`src/rtl/dmem_arbiter.sv`:
```
// Arbiter for the single-port data memory: single-cycle core accesses and
// locked 4-beat AES block bursts. A starvation counter bounds the AES wait.
module dmem_arbiter #(
    parameter int unsigned STARVE_LIMIT = 8
) (
    input  logic         clk,
    input  logic         rst,
    input  logic         cpu_req,
    input  logic         cpu_we,
    input  logic [31:0]  cpu_addr,
    input  logic [31:0]  cpu_wd,
    output logic         cpu_gnt,
    output logic [31:0]  cpu_rd,
    input  logic         aes_req,
    input  logic         aes_we,
    input  logic [31:0]  aes_addr,
    input  logic [127:0] aes_wblk,
    output logic [127:0] aes_rblk,
    output logic         aes_busy,
    output logic         aes_done,
    output logic         mem_write,
    output logic         mem_read,
    output logic [31:0]  mem_addr,
    output logic [31:0]  mem_wd,
    input  logic [31:0]  mem_rd
);

    localparam int SW = (STARVE_LIMIT < 1) ? 1 : $clog2(STARVE_LIMIT + 1);
    localparam logic [SW-1:0] LIMIT = SW'(STARVE_LIMIT);

    typedef enum logic [1:0] {
        S_IDLE  = 2'd0,
        S_BURST = 2'd1,
        S_DONE  = 2'd2
    } state_t;

    state_t         state_q, state_d;
    logic [1:0]     beat_q, beat_d;
    logic [SW-1:0]  starve_q, starve_d;
    logic [27:0]    base_q, base_d;
    logic           we_q, we_d;
    logic [127:0]   wblk_q, wblk_d;
    logic [127:0]   rblk_q, rblk_d;
    logic           busy_q, busy_d;
    logic           done_q, done_d;

    logic           core_access;
    logic           cpu_wins;

    // Grants are suppressed while reset is asserted so no access leaks out.
    assign cpu_wins = !rst && cpu_req && (!aes_req || (starve_q < LIMIT));

    always_comb begin
        state_d     = state_q;
        beat_d      = beat_q;
        starve_d    = starve_q;
        base_d      = base_q;
        we_d        = we_q;
        wblk_d      = wblk_q;
        rblk_d      = rblk_q;
        core_access = 1'b0;
        cpu_gnt     = 1'b0;
        cpu_rd      = 32'd0;
        mem_write   = 1'b0;
        mem_read    = 1'b0;
        mem_addr    = 32'd0;
        mem_wd      = 32'd0;

        case (state_q)
            S_IDLE: begin
                if (cpu_wins) begin
                    core_access = 1'b1;
                    if (aes_req && (starve_q != LIMIT)) begin
                        starve_d = starve_q + 1'b1;
                    end
                end else if (aes_req && !rst) begin
                    base_d   = aes_addr[31:4];
                    we_d     = aes_we;
                    wblk_d   = aes_wblk;
                    beat_d   = 2'd0;
                    starve_d = '0;
                    state_d  = S_BURST;
                end
            end
            S_BURST: begin
                // Beat index replaces address bits [3:2]; the burst never leaves its block.
                mem_addr = {base_q, beat_q, 2'b00};
                if (we_q) begin
                    mem_write = 1'b1;
                    mem_wd    = wblk_q[{beat_q, 5'd0} +: 32];
                end else begin
                    mem_read = 1'b1;
                    rblk_d[{beat_q, 5'd0} +: 32] = mem_rd;
                end
                beat_d = beat_q + 2'd1;
                if (beat_q == 2'd3) begin
                    state_d = S_DONE;
                end
            end
            S_DONE: begin
                core_access = cpu_req && !rst;
                state_d     = S_IDLE;
            end
            default: begin
                state_d = S_IDLE;
            end
        endcase

        if (core_access) begin
            cpu_gnt   = 1'b1;
            mem_addr  = cpu_addr;
            mem_wd    = cpu_wd;
            mem_write = cpu_we;
            mem_read  = !cpu_we;
            cpu_rd    = cpu_we ? 32'd0 : mem_rd;
        end

        busy_d = (state_d != S_IDLE);
        done_d = (state_d == S_DONE);
    end

    always_ff @(posedge clk or posedge rst) begin
        if (rst) begin
            state_q  <= S_IDLE;
            beat_q   <= 2'd0;
            starve_q <= '0;
            base_q   <= 28'd0;
            we_q     <= 1'b0;
            wblk_q   <= 128'd0;
            rblk_q   <= 128'd0;
            busy_q   <= 1'b0;
            done_q   <= 1'b0;
        end else begin
            state_q  <= state_d;
            beat_q   <= beat_d;
            starve_q <= starve_d;
            base_q   <= base_d;
            we_q     <= we_d;
            wblk_q   <= wblk_d;
            rblk_q   <= rblk_d;
            busy_q   <= busy_d;
            done_q   <= done_d;
        end
    end

    assign aes_rblk = rblk_q;
    assign aes_busy = busy_q;
    assign aes_done = done_q;

endmodule

```
`config.mk`:
```
export PLATFORM = sky130hd
export DESIGN_NAME = dmem_arbiter
export DESIGN_NICKNAME = d
export VERILOG_FILES = /design/src/rtl/dmem_arbiter.sv
export SDC_FILE = /design/constraint.sdc
export NUM_CORES = 1
export LEC_CHECK = 0
export BUFFER_PORTS_ARGS = -buffer_cell sky130_fd_sc_hd__buf_2
export CAP_MARGIN = 20
export CORE_AREA = 3 3 189 191
export CTS_CLUSTER_DIAMETER = 120
export DETAILED_ROUTE_END_ITERATION = 8
export DIE_AREA = 0 0 192 194
export GPL_TIMING_DRIVEN = 0
export PLACE_DENSITY = 0.8
export SYNTH_ARGS = -nofsm -noshare
export SYNTH_HDL_FRONTEND = slang
export SYNTH_SLANG_ARGS = --single-unit
```
`constraint.sdc`:
```
create_clock -name clk -period 8.2 [get_ports clk]
set_input_delay 0.82 -clock clk [delete_from_list [all_inputs] [get_ports clk]]
set_output_delay 0.82 -clock clk [all_outputs]
set_load 0.1 [all_outputs]
```
==> results.sh, run 1 <==
export IMPL_setup_worst_path_end_class="flop"
export IMPL_r2r_start="beat_q[1]"
export IMPL_cts_hold_buf=0
export IMPL_grt_pass1_wl_mm=69.17
export IMPL_synth_most_common_cell="dfrtp_1"
export IMPL_reg2regPathDepth=9
export IMPL_yosysSeqAreaShare_pct=54.33
export IMPL_dp_hpwl_mm=34.91
export IMPL_synth_xor_area_share_pct=0
export IMPL_ys_async_sr_fraction_pct=100.0
export IMPL_wirelength_mm=45.69
export IMPL_avgSynthCellArea_um2=12.30
export IMPL_hold_viol_final=0
export IMPL_netlist_area_mm2=0.01359
export IMPL_synth_edf_count=0
export IMPL_synth_largest_area_cell="dfrtp_1"
export IMPL_netlist_instances=1105
export IMPL_clockBufferDepth=3
export IMPL_setup_viol=0
export IMPL_syn_nets=1375
export IMPL_route_detailed_drc=0
export IMPL_wl_per_cell_um=21.62
export IMPL_crit_type="reg -> reg"
export IMPL_dr_total_vias=11200
export IMPL_synth_compound_area_share_pct=11.43
export IMPL_die_w_um=192
export IMPL_place_gp_congestion=0.9209
export IMPL_ys_ff_latch=295
export IMPL_clk_pin_slew_worst_paths_ns=0.06
export IMPL_synthTopCellsByArea="dfrtp_1, mux2_4, nand2_1"
export IMPL_clock_sinks=295
export IMPL_rows=68
export IMPL_nFillCells=2900
export IMPL_syn2layout_area_growth_pct=30.54
export IMPL_grt_overflow_total=0
export IMPL_drive_gt1_share_pct=43.81
export IMPL_synthTopCellsByCount="dfrtp_1, nand2_1, mux2_4"
export IMPL_crit_path_start_kind="flop"
export IMPL_cts_setup_buffers=0
export IMPL_worst_pin_slew_ns=1.065
export IMPL_hp_class="in -> async"
export IMPL_critPathMaxStageDelay_ns=0.88
export IMPL_clkLatencyLatePin_ns=0.56
export IMPL_cp_cell_sequence="clkbuf_1 -> buf_2 -> buf_2 -> inv_1 -> ha_1 -> nor3b_1 -> clkbuf_1 -> nand2_1 -> o21ai_0"
export IMPL_slew_viol_final=0
export IMPL_initialDrtViolationCount=465
export IMPL_timing_hold_ws_ns=0.3864
export IMPL_htree_levels=1
export IMPL_cts_tree="built"
export IMPL_antenna_found_initial=7
export IMPL_fin_crit_ns=3.962
export IMPL_yosysWarnings=0
export IMPL_initial_core_util_pct=39.63
export IMPL_grt_total_usage_pct=23.63
export IMPL_drtAntennaViolNets=0
export IMPL_synth_adder_area_share_pct=0.7367
export IMPL_die_y_um=194
export IMPL_synth_ff_type="dfrtp_1"
export IMPL_core_area_mm2=0.03429
export IMPL_cap_violations=0
export IMPL_path_max_fanout=10
export IMPL_cts_made_buffers=31
export IMPL_boundaryPins=491
export IMPL_status="finished, final reports clean"
export IMPL_crit_required_ns=8.66
export IMPL_via_per_inst=5.299
export IMPL_crit_arrival_ns=4.42
export IMPL_finalCritPeriodShare_pct=48.31
export IMPL_muxShareOfSynthArea_pct=20.57
export IMPL_synth_top_area_share_pct=54.33
export IMPL_synth_top_family_by_area="multiplexers"
export IMPL_drt_pass1_iterations=5
export IMPL_grt_pass1_vias=11700
export IMPL_grt_max_degree=45
export IMPL_synth_simple_area_share_pct=8.620
export IMPL_relSlewSlack_pct=28.82
export IMPL_numPortBuffers=486
export IMPL_clock_fmax_mhz=252.4
export IMPL_yosysUniqueCellTypes=38
export IMPL_fin_skew_ns=0.008734
export IMPL_die_area_mm2=0.03725
export IMPL_rsz0062_at_grt="no"
export IMPL_root_buffer="clkbuf_16"
export IMPL_regToRegEndpoint="aes_rblk[67]"
export IMPL_slowest_stage="nor3b_1"
export IMPL_r2r_setup_slack_ns=4.24
export IMPL_final_nets=1901
export IMPL_cts_resized=0
[kinds of logic after synthesis]
group / count (synthesis)
AND/OR/NAND/NOR: 255
buffers and inverters: 92
adder cells (fa/ha/maj): 8
AO/OA/AOI/OAI: 233
flip-flops: 295
multiplexers: 222
[metal layers]
metal  up-vias  wire length, um  global-route usage [%]
li1       4940                -                       -
met1      5529            16900                   27.56
met2       602            22560                   41.02
met3       118             4189                   6.057
met4         8             1985                   10.04
met5         -               50                       0
[registers in the layout, summed over array words and instances (netlist names)]
name,cells
base_q,28
state_q,2
starve_q,4
aes_busy,1
beat_q,2
aes_done,1
aes_rblk,128
we_q,1
wblk_q,128
[stage by stage]
step | TNS (ns) | std cells | area, um^2 | worst slack (ns) | utilization (%)
after floorplan | 0 | 1105 | 13590 | 2.094 | -
after global placement | -0.1432 | 2046 | 16590 | -0.06452 | 48.39
after detailed placement | 0 | 2053 | 16730 | 4.228 | 48.80
after CTS | 0 | 2110 | 17730 | 4.155 | 51.70
after global routing | 0 | 2112 | 17730 | 4.016 | 51.72
final | 0 | 2113 | 17740 | 4.238 | 51.73
[layout by cell type (no fill, tap or decap), types with 6 or more instances in the layout]
cell type	instances
a21o_1	33
a22o_1	66
and2_1	38
buf_12	18
buf_2	496
clkbuf_1	63
clkbuf_16	31
clkinv_2	6
dfrtp_1	295
ha_1	8
mux2_1	8
mux2_2	50
mux2_4	100
mux2i_1	64
nand2_1	193
o21ai_0	96
o22ai_1	32
[worst max path at each step]
stage | startpoint | to | slack (ns)
6_report | beat_q[1] | aes_rblk[67] | 4.24
5_1_grt | beat_q[1] | aes_rblk[67] | 4.02
4_1_cts | beat_q[1] | mem_wd[22] | 4.15
3_5_place_dp | beat_q[1] | aes_rblk[67] | 4.23
3_3_place_gp | rst | beat_q[1] | -0.06
2_1_floorplan | rst | beat_q[1] | 2.09
[worst max-delay path, delay by kind of cell (launching register included)]
| kind | cells | cell delay [ns] |
|---|---|---|
| buffers and inverters | 5 | 1.80 |
| and+or+nand+nor | 2 | 0.99 |
| DFF | 1 | 0.46 |
| adders and majority gates | 1 | 0.41 |
| AOI/OAI and AO/OA | 1 | 0.20 |
[layout make-up]
class	instances	area [um^2]	share of cell area, %
clock buffer	42	847.1	4.776
inverter	5	22.52	0.1270
tap	455	569.3	3.210
buffer	87	566.8	3.196
timing repair buffer	493	2572	14.50
multi-input combinational	718	5619	31.68
antenna	3	7.507	0.04233
clock inverter	15	148.9	0.8395
sequential	295	7382	41.62
Power of run 1 is not shown: default switching activity piles up to over one toggle a cycle in this logic, so the estimate is an artifact.
==> inputs of run 2 (changes only) <==
- ABC_AREA: unset -> 1
- CORE_AREA: 3 3 189 191 -> 3 3 191 193
- DIE_AREA: 0 0 192 194 -> 0 0 194 196
- PLACE_DENSITY: 0.8 -> 0.77
- clock period: 8.2 -> 4.1 ns (I/O delays scaled with it)
==> results.sh, run 2 <==
export IMPL_via_per_inst=5.089
export IMPL_netlist_area_mm2=0.01406
export IMPL_final_util_pct=52.49
export IMPL_initial_core_util_pct=40.49
export IMPL_postLayoutCellArea_mm2=0.01822
export IMPL_die_y_um=196
export IMPL_p_per_area_mw_per_mm2=966.0
export IMPL_syn_nets=2129
export IMPL_root_buffer="clkbuf_16"
export IMPL_mostFrequentLayoutCells="nand2_1, buf_2, dfrtp_1"
export IMPL_seqPwrFrac_pct=27.3
export IMPL_clkLatencyLatePin_ns=0.59
export IMPL_wirelength_mm=53.81
export IMPL_p_clk_share_pct=15.7
export IMPL_slew_viol_final=0
export IMPL_synthTopCellsByArea="dfrtp_1, nand2_1, o21ai_0"
export IMPL_swShare_pct=57.79
export IMPL_cts_resized=0
export IMPL_yosysUniqueCellTypes=23
export IMPL_cts_tree="built"
export IMPL_placed_cell_area_mm2=0.01722
export IMPL_die_area_mm2=0.03802
export IMPL_dp_hpwl_mm=42.35
export IMPL_crit_arrival_ns=2.96
export IMPL_ys_async_sr_fraction_pct=100.0
export IMPL_cts_made_buffers=31
export IMPL_final_common_cell="nand2_1"
export IMPL_netlist_instances=1859
export IMPL_timing_hold_ws_ns=0.05312
export IMPL_finalPower_mw=17.60
export IMPL_path_max_fanout=10
export IMPL_p_int_mw=7.429
export IMPL_synth_edf_count=0
export IMPL_htree_levels=1
export IMPL_grt_max_degree=45
export IMPL_rsz0062_at_grt="no"
export IMPL_wl_per_cell_um=18.79
export IMPL_synthTopCellsByCount="nand2_1, dfrtp_1, o21ai_0"
export IMPL_clockBufferDepth=3
export IMPL_final_nets=2656
export IMPL_setup_worst_path_end_class="output pin"
export IMPL_status="finished, final reports clean"
export IMPL_clock_sinks=295
export IMPL_hold_depth=3
export IMPL_antenna_found_initial=1
export IMPL_grt_pass1_vias=14540
export IMPL_place_gp_congestion=0.9502
export IMPL_avgSynthCellArea_um2=7.561
export IMPL_route_detailed_drc=0
export IMPL_drt_pass1_iterations=5
export IMPL_cts_setup_buffers=0
export IMPL_reg2regPathDepth=10
export IMPL_synth_largest_area_cell="dfrtp_1"
export IMPL_hold_viol_final=0
export IMPL_p_comb_share_pct=57.0
export IMPL_crit_path_start_kind="flop"
export IMPL_rows=68
export IMPL_drive_gt1_share_pct=25.79
export IMPL_dr_total_vias=14580
export IMPL_synth_top_area_share_pct=52.52
export IMPL_grt_total_usage_pct=27.37
export IMPL_boundaryPins=491
export IMPL_ys_ff_latch=295
export IMPL_fin_setup_tns_ns=0
export IMPL_worst_pin_slew_ns=0.8089
export IMPL_crit_required_ns=3.69
export IMPL_relSlewSlack_pct=45.96
export IMPL_fin_crit_ns=3.370
export IMPL_cap_violations=0
export IMPL_peakVddDrop_uv=1173
export IMPL_fin_skew_ns=0.02032
export IMPL_die_w_um=194
export IMPL_crit_type="reg -> out"
export IMPL_setup_viol=0
export IMPL_syn2layout_area_growth_pct=29.63
export IMPL_grt_overflow_total=0
export IMPL_synth_most_common_cell="nand2_1"
export IMPL_finalCritPeriodShare_pct=82.19
export IMPL_initialDrtViolationCount=1140
export IMPL_cts_hold_buf=1
export IMPL_clock_fmax_mhz=296.7
export IMPL_yosysSeqAreaShare_pct=52.52
export IMPL_hp_class="in -> reg"
export IMPL_core_area_mm2=0.03471
export IMPL_p_switching_mw=10.17
export IMPL_yosysWarnings=0
export IMPL_power_leakage_nw=10.35
export IMPL_numPortBuffers=486
export IMPL_grt_pass1_wl_mm=82.39
export IMPL_clk_pin_slew_worst_paths_ns=0.06
export IMPL_synth_ff_type="dfrtp_1"
export IMPL_drtAntennaViolNets=0
run 2: cell count changes after synthesis, sizes merged, moves of 38 or more:
cell	before	now
a22o	66	0
mux2	158	0
and2	38	0
nand2	193	784
inv	5	181
o21ai	96	257
nor2	3	77
mux2i	64	0
nand3	0	102
run 2: final cells by class:
| class | count | area, um^2 |
|---|---|---|
| Inverter | 181 | 683.2 |
| Clock buffer | 52 | 954.7 |
| Clock inverter | 3 | 33.78 |
| Antenna cell | 1 | 2.502 |
| Multi-Input combinational cell | 1265 | 5446 |
| Timing Repair Buffer | 494 | 2582 |
| Fill cell | 3328 | 16490 |
| Sequential cell | 295 | 7382 |
| Tap cell | 455 | 569.3 |
| Buffer | 118 | 566.8 |
run 2: worst max-delay path, cell delays in order (launching register included):
cell     delay (ns)
dfrtp_1        0.42
buf_4          0.22
inv_2          0.26
buf_2          0.32
buf_2          0.29
nand2_1        0.08
nand3_1        0.10
nand3_1        0.08
nand2_1        0.15
buf_2          0.45
run 2: metrics by stage:
step	worst slack, ns	cells
after floorplan	-1.741	1859
after global placement	-4.114	2800
after detailed placement	0.8327	2807
after CTS	0.7063	2863
after global routing	0.5955	2864
final	0.7302	2864
run 2: kinds of logic (layout without fill, tap and decap cells):
| family | count (synthesis) | after routing | share of synthesized area, % |
|---|---|---|---|
| DFF | 295 | 295 | 52.52 |
| adders and majority gates | 8 | 8 | 0.7122 |
| xor gates and xnor gates | 1 | 1 | 0.06232 |
| and+or+nand+nor | 998 | 998 | 28.79 |
| AOI/OAI and AO/OA | 258 | 258 | 9.186 |
| buffers and inverters | 299 | 848 | 8.732 |
| other | 0 | 1 | 0 |
run 2: metal layers:
| metal | global-route usage [%] | up-vias | part of all wire (%) |
|---|---|---|---|
| li1 | - | 6811 | - |
| met4 | 10.08 | 0 | 3.8 |
| met3 | 4.448 | 113 | 8.4 |
| met5 | 0 | - | 0 |
| met2 | 48.65 | 775 | 50 |
| met1 | 33.70 | 6877 | 38 |
run 2: power by group through the flow:
stage / clock network, mW / registers (mW) / logic, mW
6_report: 2.77 / 4.81 / 10.0
5_1_grt: 2.93 / 4.93 / 10.6
4_1_cts: 2.80 / 4.78 / 10.0
3_5_place_dp: 0 / 4.81 / 10.0
3_3_place_gp: 0 / 4.77 / 9.88
2_1_floorplan: 0 / 7.63 / 4.84
run 2: final timing paths:
| check | from | slack (ns) | endpoint |
|---|---|---|---|
| max | beat_q[0] | 0.73 | mem_wd[22] |
| min | aes_wblk[50] | 0.05 | wblk_q[50] |
| max reg2reg | beat_q[0] | 0.81 | aes_rblk[80] |
| min reg2reg | aes_rblk[90] | 0.48 | aes_rblk[90] |
| max in group asynchronous | rst | 2.35 | wblk_q[81] |
| min in group asynchronous | rst | 0.54 | aes_rblk[4] |
Power figures use the tool's default switching activity.
==> inputs of run 3 (changes only) <==
- CORE_AREA: 3 3 191 193 -> 3 3 190 192
- DIE_AREA: 0 0 194 196 -> 0 0 193 195
- PLACE_DENSITY: 0.77 -> 0.8
- clock period: 4.1 -> 3.1 ns (I/O delays scaled with it)
==> results.sh, run 3 (synthesized netlist as in run 2, its figures left out) <==
export IMPL_status="finished, final reports clean"
export IMPL_initialDrtViolationCount=1156
export IMPL_syn2layout_area_growth_pct=39.66
export IMPL_slew_viol_final=0
export IMPL_clock_sinks=295
export IMPL_crit_start="beat_q[0]"
export IMPL_cp_cell_sequence="buf_4 -> inv_4 -> buf_4 -> buf_2 -> nand2_1 -> nand3_1 -> nand3_1 -> nand2_1 -> clkbuf_4"
export IMPL_crit_path_start_kind="flop"
export IMPL_setup_viol=0
export IMPL_min_to="base_q[8]"
export IMPL_path_max_fanout=10
export IMPL_drtAntennaViolNets=0
export IMPL_worst_pin_slew_ns=0.7168
export IMPL_root_buffer="clkbuf_16"
export IMPL_die_y_um=195
export IMPL_drt_pass1_iterations=6
export IMPL_min_from="aes_addr[12]"
export IMPL_clkLatencyLatePin_ns=0.57
export IMPL_power_leakage_nw=10.95
export IMPL_insertedDiodeCount=0
export IMPL_clk_pin_slew_worst_paths_ns=0.06
export IMPL_htree_levels=1
export IMPL_met2_usage_pct=51.32
export IMPL_die_area_mm2=0.03764
export IMPL_hp_class="in -> reg"
export IMPL_drive_gt1_share_pct=25.55
export IMPL_grt_total_usage_pct=29.84
export IMPL_relSlewSlack_pct=52.21
export IMPL_fin_skew_ns=0.01724
export IMPL_final_nets=2780
export IMPL_mostFrequentLayoutCells="nand2_1, buf_2, dfrtp_1"
export IMPL_hold_viol_final=0
export IMPL_boundaryPins=491
export IMPL_final_common_cell="nand2_1"
export IMPL_critPathMaxStageDelay_ns=0.43
export IMPL_die_w_um=193
export IMPL_clockBufferDepth=3
export IMPL_crit_arrival_ns=2.65
export IMPL_wl_per_cell_um=19.36
export IMPL_worst_path_buf_inv=5
export IMPL_grt_overflow_total=0
export IMPL_fin_crit_ns=2.955
export IMPL_peakVddDrop_uv=1278
export IMPL_rows=68
export IMPL_clock_fmax_mhz=338.4
export IMPL_slowest_stage="dfrtp_1"
export IMPL_grt_pass1_vias=15820
export IMPL_regToRegEndpoint="aes_rblk[104]"
export IMPL_met1_usage_pct=34.59
export IMPL_core_area_mm2=0.03454
export IMPL_numPortBuffers=486
export IMPL_reg2regPathDepth=9
export IMPL_top_usage_layer="met2"
export IMPL_hold_depth=3
export IMPL_route_detailed_drc=0
export IMPL_dp_hpwl_mm=41.14
export IMPL_initial_core_util_pct=40.69
export IMPL_crit_required_ns=2.79
export IMPL_cp_top_family="buffers and inverters"
export IMPL_via_per_inst=5.266
export IMPL_nFillCells=2975
export IMPL_dr_total_vias=15730
export IMPL_met3_usage_pct=6.445
export IMPL_setup_worst_path_end_class="output pin"
export IMPL_cts_tree="built"
export IMPL_cap_violations=0
export IMPL_crit_type="reg -> out"
export IMPL_finalPower_mw=23.85
export IMPL_grt_max_degree=44
export IMPL_dp_slack_ns=-0.3441
export IMPL_worst_slack_ns=0.1448
export IMPL_p_per_area_mw_per_mm2=1215
export IMPL_wirelength_mm=57.83
export IMPL_place_gp_congestion=0.9029
export IMPL_r2r_setup_slack_ns=0.23
export IMPL_antenna_found_initial=0
export IMPL_cts_made_buffers=31
export IMPL_grt_pass1_wl_mm=87.75
export IMPL_r2r_start="beat_q[0]"
export IMPL_finalCritPeriodShare_pct=95.33
[run 3: cell count changes in the layout (fill, tap and decap cells not counted), moves of 14 or more]
cell	change
clkbuf_4	+15
clkbuf_1	-23
buf_2	-29
buf_4	+14
clkbuf_2	+14
dlygate4sd3_1	+123
[run 3: worst max-delay path by stage]
stage	endpoint	cells past startpoint
2_1_floorplan	wblk_q[19]	7
3_3_place_gp	wblk_q[82]	8
3_5_place_dp	aes_rblk[92]	10
4_1_cts	mem_wd[16]	8
5_1_grt	mem_wd[17]	9
6_report	mem_wd[17]	9
[run 3: what timing repair did]
| item | CTS | global route |
|---|---|---|
| endpoints found under the hold margin | 140 | 1 |
| hold buffers | 123 | 1 |
| resized for setup | 24 | 33 |
| endpoints found under the setup margin | 82 | 59 |
| buffers inserted | 0 | 0 |
[run 3: cell type report]
class	instances	area, um^2	area share [%]
plain buffers	118	595.6	3.034
multi-input cells	1265	5454	27.78
well taps	455	569.3	2.900
inverters	181	685.7	3.493
clock inverters	16	167.7	0.8541
flip-flops and latches	295	7382	37.61
clock buffers	39	865.8	4.411
repair buffers	618	3910	19.92
[run 3: worst min-delay path: cells and delay by family]
kind / cells / cell delay, ns
buf+inv: 2 / 0.15
compound gates: 1 / 0.07
[run 3: power breakdown]
group | switching, mW | internal [mW]
Clock | 1.58 | 2.21
Combinational | 11.1 | 2.57
Sequential | 0.977 | 5.39
Total | 13.7 | 10.2
[run 3: per-stage QoR]
stage / util, % / area [um^2] / hold slack, ns / std cells / setup TNS (ns)
6_report: 56.83 / 19630 / 0.02339 / 2987 / 0
5_1_grt: 56.83 / 19630 / 0.01666 / 2987 / -0.008945
4_1_cts: 56.63 / 19560 / 0.0001790 / 2986 / -0.0004596
3_5_place_dp: 49.93 / 17250 / 0.3934 / 2808 / -6.962
3_3_place_gp: 49.45 / 17080 / 0.4592 / 2800 / -1624.48
2_1_floorplan: - / 14080 / 0.4424 / 1859 / -764.27
[run 3: routing by layer]
layer / share of wire (%) / vias to the layer above
met1: 36 / 7388
met2: 48 / 1042
li1: - / 7064
met4: 6.2 / 0
met5: 0 / -
met3: 9.9 / 236
